===== src/rtl/fp_div_sched.sv =====
// fp_div_sched: shared iterative single-precision divider serving two requesters.
//
// Ports
//   clk, rst                 clock, synchronous active-high reset
//   req{0,1}_valid/_ready    per-requester handshake (accept on valid && ready)
//   req{0,1}_in1, _in2       IEEE-754 dividend / divisor
//   res_valid/res_ready      result handshake (consume on valid && ready)
//   res_out, res_id          quotient {sign,exp,mantissa} and owning requester
//
// One operation is in flight at a time. The acceptance edge loads DIVIDE.
// DIVIDE lasts 25 cycles (one quotient bit each), NORM lasts 1 cycle, and DONE
// holds the result. Counting the acceptance edge as the first, res_valid rises
// after the 27th edge. Results are truncated, and no rounding is applied.
//
// Optional build macro FP_DIV_SPECIAL_EN: a zero-exponent divisor gives signed
// infinity, and a zero-exponent dividend gives signed zero. Both go straight to
// DONE on the acceptance edge, so the latency is 1.

module fp_div_sched (
  input  logic        clk,
  input  logic        rst,
  input  logic        req0_valid,
  input  logic        req1_valid,
  input  logic [31:0] req0_in1,
  input  logic [31:0] req0_in2,
  input  logic [31:0] req1_in1,
  input  logic [31:0] req1_in2,
  output logic        req0_ready,
  output logic        req1_ready,
  output logic        res_valid,
  output logic [31:0] res_out,
  output logic        res_id,
  input  logic        res_ready
);

  typedef enum logic [1:0] {StIdle, StDivide, StNorm, StDone} state_e;

  state_e      state_q, state_d;
  logic        last_grant_q;
  logic        owner_q;
  logic        sign_q;
  logic [7:0]  exp_q;
  logic [24:0] rem_q;
  logic [23:0] m2_q;
  logic [24:0] quo_q;
  logic [4:0]  cnt_q;
  logic [31:0] res_q;

  logic        grant;
  logic        accept;
  logic [31:0] op1, op2;
  logic        op_sign;
  logic        ge;
  logic [23:0] rem_diff;
  logic [24:0] rem_next;
  logic        special;
  logic [31:0] special_res;

  // Arbiter: a lone requester wins, and contention goes to whoever lost last time.
  always_comb begin
    grant = 1'b0;
    if (req0_valid && req1_valid) begin
      grant = ~last_grant_q;
    end else if (req1_valid) begin
      grant = 1'b1;
    end
  end

  assign req0_ready = !rst && (state_q == StIdle) && !grant;
  assign req1_ready = !rst && (state_q == StIdle) && grant;
  assign accept     = (req0_valid && req0_ready) || (req1_valid && req1_ready);

  assign op1     = grant ? req1_in1 : req0_in1;
  assign op2     = grant ? req1_in2 : req0_in2;
  assign op_sign = op1[31] ^ op2[31];

`ifdef FP_DIV_SPECIAL_EN
  assign special     = (op2[30:23] == 8'd0) || (op1[30:23] == 8'd0);
  assign special_res = (op2[30:23] == 8'd0) ? {op_sign, 8'hff, 23'h0} : {op_sign, 31'h0};
`else
  assign special     = 1'b0;
  assign special_res = 32'h0;
`endif

  // Restoring step. The remainder stays below 2*m2, so the shift never drops a set bit.
  // When ge, the difference is below m2 and fits in 24 bits.
  assign ge       = rem_q >= {1'b0, m2_q};
  assign rem_diff = rem_q[23:0] - m2_q;
  assign rem_next = ge ? {rem_diff, 1'b0} : {rem_q[23:0], 1'b0};

  always_ff @(posedge clk) begin
    if (rst) begin
      state_q <= StIdle;
    end else begin
      state_q <= state_d;
    end
  end

  always_comb begin
    state_d = state_q;
    unique case (state_q)
      StIdle:   if (accept) state_d = special ? StDone : StDivide;
      StDivide: if (cnt_q == 5'd24) state_d = StNorm;
      StNorm:   state_d = StDone;
      StDone:   if (res_ready) state_d = StIdle;
      default:  state_d = StIdle;
    endcase
  end

  always_ff @(posedge clk) begin
    if (rst) begin
      last_grant_q <= 1'b1;
      owner_q      <= 1'b0;
      sign_q       <= 1'b0;
      exp_q        <= 8'd0;
      rem_q        <= 25'd0;
      m2_q         <= 24'd0;
      quo_q        <= 25'd0;
      cnt_q        <= 5'd0;
      res_q        <= 32'd0;
    end else begin
      unique case (state_q)
        StIdle: begin
          if (accept) begin
            last_grant_q <= grant;
            owner_q      <= grant;
            sign_q       <= op_sign;
            exp_q        <= op1[30:23] - op2[30:23] + 8'd127;
            rem_q        <= {2'b01, op1[22:0]};
            m2_q         <= {1'b1, op2[22:0]};
            quo_q        <= 25'd0;
            cnt_q        <= 5'd0;
            if (special) res_q <= special_res;
          end
        end
        StDivide: begin
          rem_q <= rem_next;
          quo_q <= {quo_q[23:0], ge};
          cnt_q <= cnt_q + 5'd1;
        end
        StNorm: begin
          cnt_q <= 5'd0;
          if (quo_q[24]) begin
            res_q <= {sign_q, exp_q, quo_q[23:1]};
          end else begin
            res_q <= {sign_q, exp_q - 8'd1, quo_q[22:0]};
          end
        end
        default: ;
      endcase
    end
  end

  assign res_valid = !rst && (state_q == StDone);
  assign res_out   = res_q;
  assign res_id    = owner_q;

endmodule


===== config.mk =====
export PLATFORM = sky130hd
export DESIGN_NAME = fp_div_sched
export DESIGN_NICKNAME = d
export VERILOG_FILES = /design/src/rtl/fp_div_sched.sv
export SDC_FILE = /design/constraint.sdc
export NUM_CORES = 1
export LEC_CHECK = 0
export ABC_AREA = 1
export CAP_MARGIN = 40
export CORE_MARGIN = 2
export CORE_UTILIZATION = 53
export CTS_CLUSTER_SIZE = 25
export DETAILED_ROUTE_END_ITERATION = 8
export GPL_TIMING_DRIVEN = 0
export PLACE_DENSITY = 0.92
export SYNTH_ARGS = -nofsm -noshare
export SYNTH_HDL_FRONTEND = slang
export SYNTH_SLANG_ARGS = --single-unit

===== constraint.sdc =====
create_clock -name clk -period 4.85 [get_ports clk]
set_clock_uncertainty 0.1 [all_clocks]
set_input_delay 1.455 -clock clk [delete_from_list [all_inputs] [get_ports clk]]
set_output_delay 1.455 -clock clk [all_outputs]
set_load 0.05 [all_outputs]

==> flow_summary.json, run 1 <==
{
  "cts_tree": "yes",
  "fmax_ghz": 0.208,
  "rows": 45,
  "grt_util_all_layers": 0.342,
  "fin_nets": 1640,
  "synth_xor_area_frac": 0.0224,
  "power_density_nw_per_um2": 680,
  "die_x_um": 129,
  "worst_slew_pin_slew_ps": 783,
  "cp_top_family": "buffers and inverters",
  "synth_compound_area_frac": 0.184,
  "synth_nets": 1454,
  "numCtsBuffers": 17,
  "regToRegEndpoint": "exp_q[7]",
  "drive_gt1_frac": 0.0584,
  "seq_area_frac_synth": 0.302,
  "clockBufferDepth": 2,
  "synth.distinct_cells": 41,
  "routabilityCongestion": 0.966,
  "cp_slowest_cell": "clkdlybuf4s50_1",
  "die_h_um": 129,
  "post-route-period-util": 0.992,
  "final-max-slew-violation-count": 0,
  "maxCapViolations": 0,
  "io_pins": 169,
  "min_path_cells": 2,
  "grt_pass1_wl_um": 44500,
  "ir_worst_vdd_mv": 0.432,
  "slew_headroom": 0.478,
  "clock_latency_ps": 430,
  "synth_top_family_by_area": "simple AND/OR/NAND/NOR gates",
  "num_vias": 9413,
  "worst-r2r-setup-slack_ps": 1340,
  "cp_cell_sequence": "clkdlybuf4s50_1, inv_2, nand2_1, nor2_1, dlygate4sd2_1",
  "critPathMaxFanout": 12,
  "grt_overflow_total": 0,
  "io_buffers": 168,
  "synthCells": 1274,
  "synth_area_leader_cell": "dfxtp_1",
  "finalSetupViolCount": 0,
  "antenna_found_initial": 0,
  "arrival_ps": 3260,
  "ctsHoldBuffers": 0,
  "drt_wl_total_um": 27900,
  "hold_path.class": "reg2reg",
  "endpoint_kind": "primary output",
  "dieArea_um2": 16500,
  "cts_setup_buffers": 0,
  "final_hold_viol_count": 0,
  "r2r_cells": 17,
  "start_util": 0.541,
  "crit_type": "in2out",
  "worstSetupStartpointType": "input pin",
  "r2r_start": "last_grant_q",
  "period_minus_slack_ps": 4810,
  "outcome": "completed",
  "ys_ff_latch": 124,
  "yosysTopAreaCellShare": 0.302,
  "drt_iter0_drc": 1004,
  "yosys.area_share.simple": 0.284,
  "fin_total_pwr_w": 0.00729,
  "postRouteAntennaNets": 0,
  "syn_avg_cell_area_um2": 6.45,
  "wl_per_cell_um": 16.8,
  "grt_start_max_net_pins": 17,
  "first_pass_iters": 6,
  "fin_ws_ps": 39.6,
  "cts.sinks": 124,
  "htreeDepth": 4,
  "holdWs_ps": 387,
  "avgViaCountPerCell": 5.67,
  "hold_path_end": "res_out[16]",
  "max_stage_delay_ps": 710,
  "grt_pass1_vias": 8987,
  "core_um2": 15200,
  "placed_area_um2": 10100,
  "postLayoutCoreUtil": 0.705,
  "synth_area_leaders": "dfxtp_1 30%, nand2_1 13%, inv_1 8.7%",
  "synth_warnings": 0,
  "clkTransAtPathRegs_ps": 60,
  "synthToLayoutAreaGrowth_pct": 30.4,
  "netlist_area_um2": 8220,
  "hold_path.startpoint": "res_out[16]",
  "root_buffer": "clkbuf_16",
  "yosys-mux-area-fraction": 0.00974,
  "place_ws_ps": -590,
  "final_cell_area_um2": 10700,
  "dp_hpwl_um": 21200,
  "synthAdderAreaFrac": 0.0734,
  "cp.required_ps": 3290,
  "drc": 0,
  "leakagePower_nw": 4.87,
  "num_antenna_cells": 0,
  "crit_buf_inv": 3,
  "rsz0062_at_grt": "false"
}
-- cells in the final DEF (no fill, tap or decap), drive strengths merged, types with 2 or more instances in the layout --
cell type / n
a21oi: 85
buf: 23
clkbuf: 62
clkdlybuf4s50: 165
clkinv: 7
dfxtp: 124
dlygate4sd2: 2
fa: 2
ha: 45
inv: 202
mux2i: 8
nand2: 286
nand3: 79
nand3b: 4
nand4: 28
nor2: 142
nor3: 9
o211ai: 40
o21ai: 108
o21bai: 2
o32ai: 19
or2: 3
xnor2: 12
xor2: 9
-- how the worst max path moves through the flow --
stage	start	end	cells after the start
finish	rst	req1_ready	5
global route	req0_valid	exp_q[7]	18
CTS	req0_valid	req0_ready	8
detailed placement	req0_valid	exp_q[7]	18
global placement	req0_valid	exp_q[7]	18
floorplan	req0_valid	req0_ready	6
-- timing repair --
item / 4_1_cts / 5_1_grt
cloned: 0 / 0
pin swaps: 0 / 0
endpoints found under the setup margin: 4 / 2
gates resized for setup: 10 / 3
-- power breakdown --
group	leakage (nW)	switching (W)	internal, W
logic	3.58	0.00303	0.00154
clock network	0.281	0.000512	0.000730
registers	1.02	0.000178	0.00130
total	4.87	0.00372	0.00357
-- synth_stat cells (all sizes together) --
library cell	n
nand2	286
inv	197
nor2	142
dfxtp	124
o21ai	108
a21oi	85
nand3	79
ha	45
clkbuf	43
o211ai	40
nand4	28
buf	24
o32ai	19
xnor2	12
nor3	9
xor2	9
mux2i	8
nand3b	4
or2	3
fa	2
o21bai	2
a211oi	1
and2	1
clkinv	1
nor4	1
o221ai	1
-- logic make-up (layout without fill, tap and decap cells) --
logic type,Yosys count,in the layout
AND/OR/NAND/NOR,553,553
buffers and inverters,265,464
AO/OA/AOI/OAI,256,256
flip-flops,124,124
adder cells (fa/ha/maj),47,47
XOR/XNOR,21,21
multiplexers,8,8
-- routing by layer --
layer	wire length [um]	GRT usage
met1	11400	0.424
met2	13000	0.585
met5	0	0
met3	2510	0.0807
met4	932	0.120
-- registers in the layout (all words and copies together), names as in the netlist --
| name | flops |
|---|---|
| cnt_q | 5 |
| exp_q | 8 |
| last_grant_q | 1 |
| m2_q | 24 |
| quo_q | 25 |
| rem_q | 25 |
| res_id | 1 |
| res_out | 32 |
| sign_q | 1 |
| state_q | 2 |
-- final cells by class --
type,instances,area [um2]
multi-input combinational,885,4710
inverter,198,743
timing repair buffer,168,1680
clock buffer,19,443
fill,1222,4480
clock inverter,13,133
sequential,124,2480
tap,188,235
buffer,66,294
-- worst min-delay path: cells and delay by family (launching register included) --
family	cells	cell delay, ps
compound gates	1	90
buf+inv	1	50
flops	1	320
-- through the flow --
step,instances,TNS [ps]
floorplan,1274,0
global placement,1630,-2170
detailed placement,1630,-2580
CTS,1661,0
global route,1661,0
finish,1661,0
(Power assumes the default switching activity.)
==> inputs of run 2 (changes only) <==
--- a/config.mk
+++ b/config.mk
@@ -7,7 +7,7 @@
 export LEC_CHECK = 0
 export ABC_AREA = 1
 export CAP_MARGIN = 40
-export CORE_MARGIN = 2
+export CORE_MARGIN = 3
 export CORE_UTILIZATION = 53
 export CTS_CLUSTER_SIZE = 25
 export DETAILED_ROUTE_END_ITERATION = 8
==> run 2 against run 1 <==
  * Worst hold slack worse by 14 ps
  * Combinational power about the same
  * Maximum frequency up 0.95%
  * Die area up 3.1%
  * Clock power about the same
  * Highest routed layer unchanged
  * First-iteration DRC count down 4.4%
  * Flip-flop and latch count unchanged
==> flow_summary.json, run 2 (same netlist as run 1, synthesis figures left out) <==
{
  "outcome": "completed",
  "drive_gt1_frac": 0.0591,
  "dp_hpwl_um": 21700,
  "power_density_nw_per_um2": 680,
  "endpoint_kind": "primary output",
  "grt_pass1_wl_um": 44900,
  "postRouteAntennaNets": 0,
  "drt_wl_total_um": 28400,
  "grt_start_max_net_pins": 17,
  "wl_per_cell_um": 17.2,
  "fin_total_pwr_w": 0.00728,
  "io_buffers": 168,
  "antenna_found_initial": 0,
  "core_um2": 14900,
  "worst_slew_pin_slew_ps": 896,
  "drt_iter0_drc": 960,
  "final_common_cell": "nand2_1",
  "period_minus_slack_ps": 4770,
  "finalSetupViolCount": 0,
  "first_pass_iters": 5,
  "final-max-slew-violation-count": 0,
  "grt_overflow_total": 0,
  "avgViaCountPerCell": 5.67,
  "slew_headroom": 0.403,
  "cts.sinks": 124,
  "cp.required_ps": 3290,
  "io_pins": 169,
  "start_util": 0.553,
  "die_h_um": 131,
  "final_hold_viol_count": 0,
  "worstSetupStartpointType": "input pin",
  "routabilityCongestion": 0.959,
  "rows": 44,
  "critPathMaxFanout": 10,
  "grt_pass1_vias": 8856,
  "numCtsBuffers": 17,
  "fin_nets": 1640,
  "largest_reg_flops": 32,
  "crit_type": "in2out",
  "grt_util_all_layers": 0.337,
  "holdWs_ps": 373,
  "clkTransAtPathRegs_ps": 60,
  "root_buffer": "clkbuf_16",
  "drc": 0,
  "htreeDepth": 4,
  "cts_setup_buffers": 0,
  "num_vias": 9394,
  "clockBufferDepth": 2,
  "hold_path.class": "reg2reg",
  "num_antenna_cells": 0,
  "mostFrequentLayoutCells": "284 x nand2_1, 190 x inv_1, 165 x clkdlybuf4s50_1",
  "synthToLayoutAreaGrowth_pct": 30.2,
  "arrival_ps": 3210,
  "fmax_ghz": 0.210,
  "ir_worst_vdd_mv": 0.352,
  "clock_latency_ps": 430,
  "cts_tree": "yes",
  "leakagePower_nw": 4.87,
  "ctsHoldBuffers": 0,
  "maxCapViolations": 0,
  "dieArea_um2": 17000,
  "die_x_um": 131,
  "post-route-period-util": 0.983
}
run 2: critical path, stage by stage:
cell             delay [ps]
clkdlybuf4s50_1         490
nand2_1                  60
nand2_1                 100
buf_2                   270
inv_2                   150
clkbuf_2                260
nor2_1                  140
buf_2                   280
run 2: layer usage:
| layer | global-route usage | wire [um] |
|---|---|---|
| met5 | 0 | 0 |
| met4 | 0.128 | 1090 |
| met3 | 0.0683 | 2440 |
| met2 | 0.559 | 13300 |
| met1 | 0.432 | 11600 |
run 2: path summary, 6_finish.rpt:
| path | from | end | slack, ps | depth (start not counted) |
|---|---|---|---|---|
| worst max-delay path | req0_valid | req0_ready | 80 | 8 |
| worst min register to register | last_grant_q | last_grant_q | 370 | 2 |
| worst min-delay path | last_grant_q | last_grant_q | 370 | 2 |
| worst max register to register | last_grant_q | exp_q[7] | 1350 | 17 |
run 2: area by class of cell:
type                       instances  area (um2)
buffer                            66         292
tap                              184         230
clock buffer                      17         425
timing repair buffer             168        1670
inverter                         198         743
sequential                       124        2480
multi-input combinational        885        4710
clock inverter                    15         144
fill                            1186        4160
run 2: timing repair:
item | in CTS | in global routing
resized for setup | 10 | 4
setup endpoints to repair | 4 | 3
pin swaps | 0 | 0
hold endpoints to repair | 0 | 0
run 2: report_power, final:
group | switching (W) | leakage (nW) | internal [W]
combinational | 0.00304 | 3.58 | 0.00154
sequential | 0.000177 | 1.02 | 0.00130
clock | 0.000552 | 0.274 | 0.000680
total | 0.00377 | 4.87 | 0.00351
run 2: through the flow:
stage / worst slack (ps) / TNS [ps] / instances / util / cell area [um2]
after CTS: 0.907 / 0 / 1658 / 0.720 / 10700
after global routing: -2.68 / -2.68 / 1657 / 0.720 / 10700
after detailed placement: -565 / -2420 / 1626 / 0.682 / 10100
after floorplan: 610 / 0 / 1274 / - / 8220
final: 84.7 / 0 / 1657 / 0.720 / 10700
after global placement: -525 / -2220 / 1626 / 0.682 / 10100
==> inputs of run 3 (changes only) <==
--- a/config.mk
+++ b/config.mk
@@ -7,8 +7,10 @@
 export LEC_CHECK = 0
 export ABC_AREA = 1
 export CAP_MARGIN = 40
+export CELL_PAD_IN_SITES_DETAIL_PLACEMENT = 2
+export CELL_PAD_IN_SITES_GLOBAL_PLACEMENT = 2
 export CORE_MARGIN = 3
-export CORE_UTILIZATION = 53
+export CORE_UTILIZATION = 28
 export CTS_CLUSTER_SIZE = 25
 export DETAILED_ROUTE_END_ITERATION = 8
 export GPL_TIMING_DRIVEN = 0
==> run 3 against run 2 <==
  * Global-route usage down 3.9 points
  * Sequential share of layout area shrank 0.65 points
  * First-iteration DRC count shrank 31%
  * Worst hold slack improved by 23 ps
  * Wire length up 65%
  * Final area grew 2.9%
  * Largest power group unchanged
==> flow_summary.json, run 3 (same netlist as run 1, synthesis figures left out) <==
{
  "num_vias": 10257,
  "hold_path.class": "reg2reg",
  "htreeDepth": 4,
  "routabilityCongestion": 0.880,
  "final-max-slew-violation-count": 0,
  "largest_reg_flops": 32,
  "clock_latency_ps": 450,
  "final_common_cell": "nand2_1",
  "drt_wl_total_um": 47100,
  "final_cell_area_um2": 11000,
  "maxCapViolations": 0,
  "holdWs_ps": 396,
  "drive_gt1_frac": 0.0611,
  "worst_slew_pin_slew_ps": 888,
  "fmax_ghz": 0.210,
  "placed_area_um2": 10400,
  "arrival_ps": 3210,
  "wl_per_cell_um": 25.3,
  "antenna_found_initial": 1,
  "grt_util_all_layers": 0.297,
  "grt.met1_usage": 0.340,
  "dp_hpwl_um": 31100,
  "busiest_layer": "met2",
  "io_buffers": 168,
  "grt_use_met3": 0.0580,
  "rows": 62,
  "grt_pass1_vias": 11566,
  "die_h_um": 177,
  "slew_headroom": 0.408,
  "mostFrequentLayoutCells": "284 x nand2_1, 190 x inv_1, 165 x clkdlybuf4s50_1",
  "post-route-period-util": 0.982,
  "met2_usage": 0.525,
  "clockBufferDepth": 2,
  "synthToLayoutAreaGrowth_pct": 33.9,
  "grt_start_max_net_pins": 20,
  "cts_tree": "yes",
  "grt_overflow_total": 0,
  "core_um2": 28900,
  "grt_pass1_wl_um": 71300,
  "leakagePower_nw": 4.88,
  "crit_type": "in2out",
  "fin_ws_ps": 85.3,
  "worstSetupStartpointType": "input pin",
  "root_buffer": "clkbuf_16",
  "dieArea_um2": 31500,
  "fin_nets": 1640,
  "critPathMaxFanout": 19,
  "outcome": "completed",
  "cts.sinks": 124,
  "start_util": 0.285,
  "ir_worst_vdd_mv": 0.270,
  "drc": 0,
  "endpoint_kind": "primary output",
  "finalSetupViolCount": 0,
  "ctsHoldBuffers": 0,
  "io_pins": 169,
  "cp.required_ps": 3290,
  "period_minus_slack_ps": 4760,
  "final_hold_viol_count": 0,
  "die_x_um": 177,
  "first_pass_iters": 6,
  "numCtsBuffers": 17,
  "postRouteAntennaNets": 0,
  "power_density_nw_per_um2": 742,
  "clkTransAtPathRegs_ps": 80,
  "drt_iter0_drc": 662,
  "avgViaCountPerCell": 5.52,
  "place_ws_ps": -761,
  "setup_tns_ps": 0
}
[run 3: cell types whose count changed in the layout (fill, tap and decap cells not counted), moves of 2 or more]
cell	delta
buf_4	+2
dlygate4sd2_1	-2
clkbuf_4	-2
clkinvlp_4	-2
clkinv_4	+3
clkdlybuf4s15_2	+2
buf_2	-3
inv_8	-2
[run 3: worst paths after layout]
kind                                    from          to  slack [ps]  cells after the start
worst min-delay path               quo_q[18]   quo_q[19]         400                      2
worst max-delay path              req0_valid  req0_ready          90                      7
worst min register to register     quo_q[18]   quo_q[19]         400                      2
worst max register to register  last_grant_q    exp_q[7]        1260                     18
[run 3: final cells by class]
| type | instances | area, um2 |
|---|---|---|
| Fill cell | 3432 | 17800 |
| Multi-Input combinational cell | 885 | 4710 |
| Sequential cell | 124 | 2480 |
| Timing Repair Buffer | 168 | 1680 |
| Inverter | 198 | 743 |
| Tap cell | 384 | 480 |
| Clock buffer | 17 | 425 |
| Buffer | 66 | 307 |
| Clock inverter | 15 | 174 |
| Antenna cell | 1 | 2.50 |
[run 3: per-layer routing]
| metal | vias to the layer above | part of all wire | wire length [um] |
|---|---|---|---|
| met5 | - | 0 | 0 |
| met4 | 0 | 0.053 | 2490 |
| met3 | 156 | 0.057 | 2660 |
| met2 | 398 | 0.49 | 23200 |
| met1 | 5192 | 0.40 | 18700 |
| li1 | 4511 | - | - |
[run 3: what timing repair did]
item                                    4_1_cts  5_1_grt
resized for setup                            15        6
endpoints found under the setup margin        7        3
setup buffers                                 0        0
[run 3: stage by stage]
step / instances / util / power, W
global route: 1858 / 0.381 / 0.00864
global placement: 1826 / 0.360 / 0.00605
floorplan: 1274 / - / 0.00468
detailed placement: 1826 / 0.360 / 0.00635
CTS: 1857 / 0.381 / 0.00806
finish: 1858 / 0.381 / 0.00817
[run 3: where the power goes]
part	switching (W)	leakage [nW]	internal, W
clock network	0.000636	0.291	0.000735
registers	0.000227	1.02	0.00130
logic	0.00371	3.58	0.00156
[run 3: critical path: stages]
cell and delay, ps:
clkdlybuf4s50_1 490, nand2_1 60, nand2_1 140, buf_4 230, inv_2 210, nor2_1 200, clkdlybuf4s15_2 420
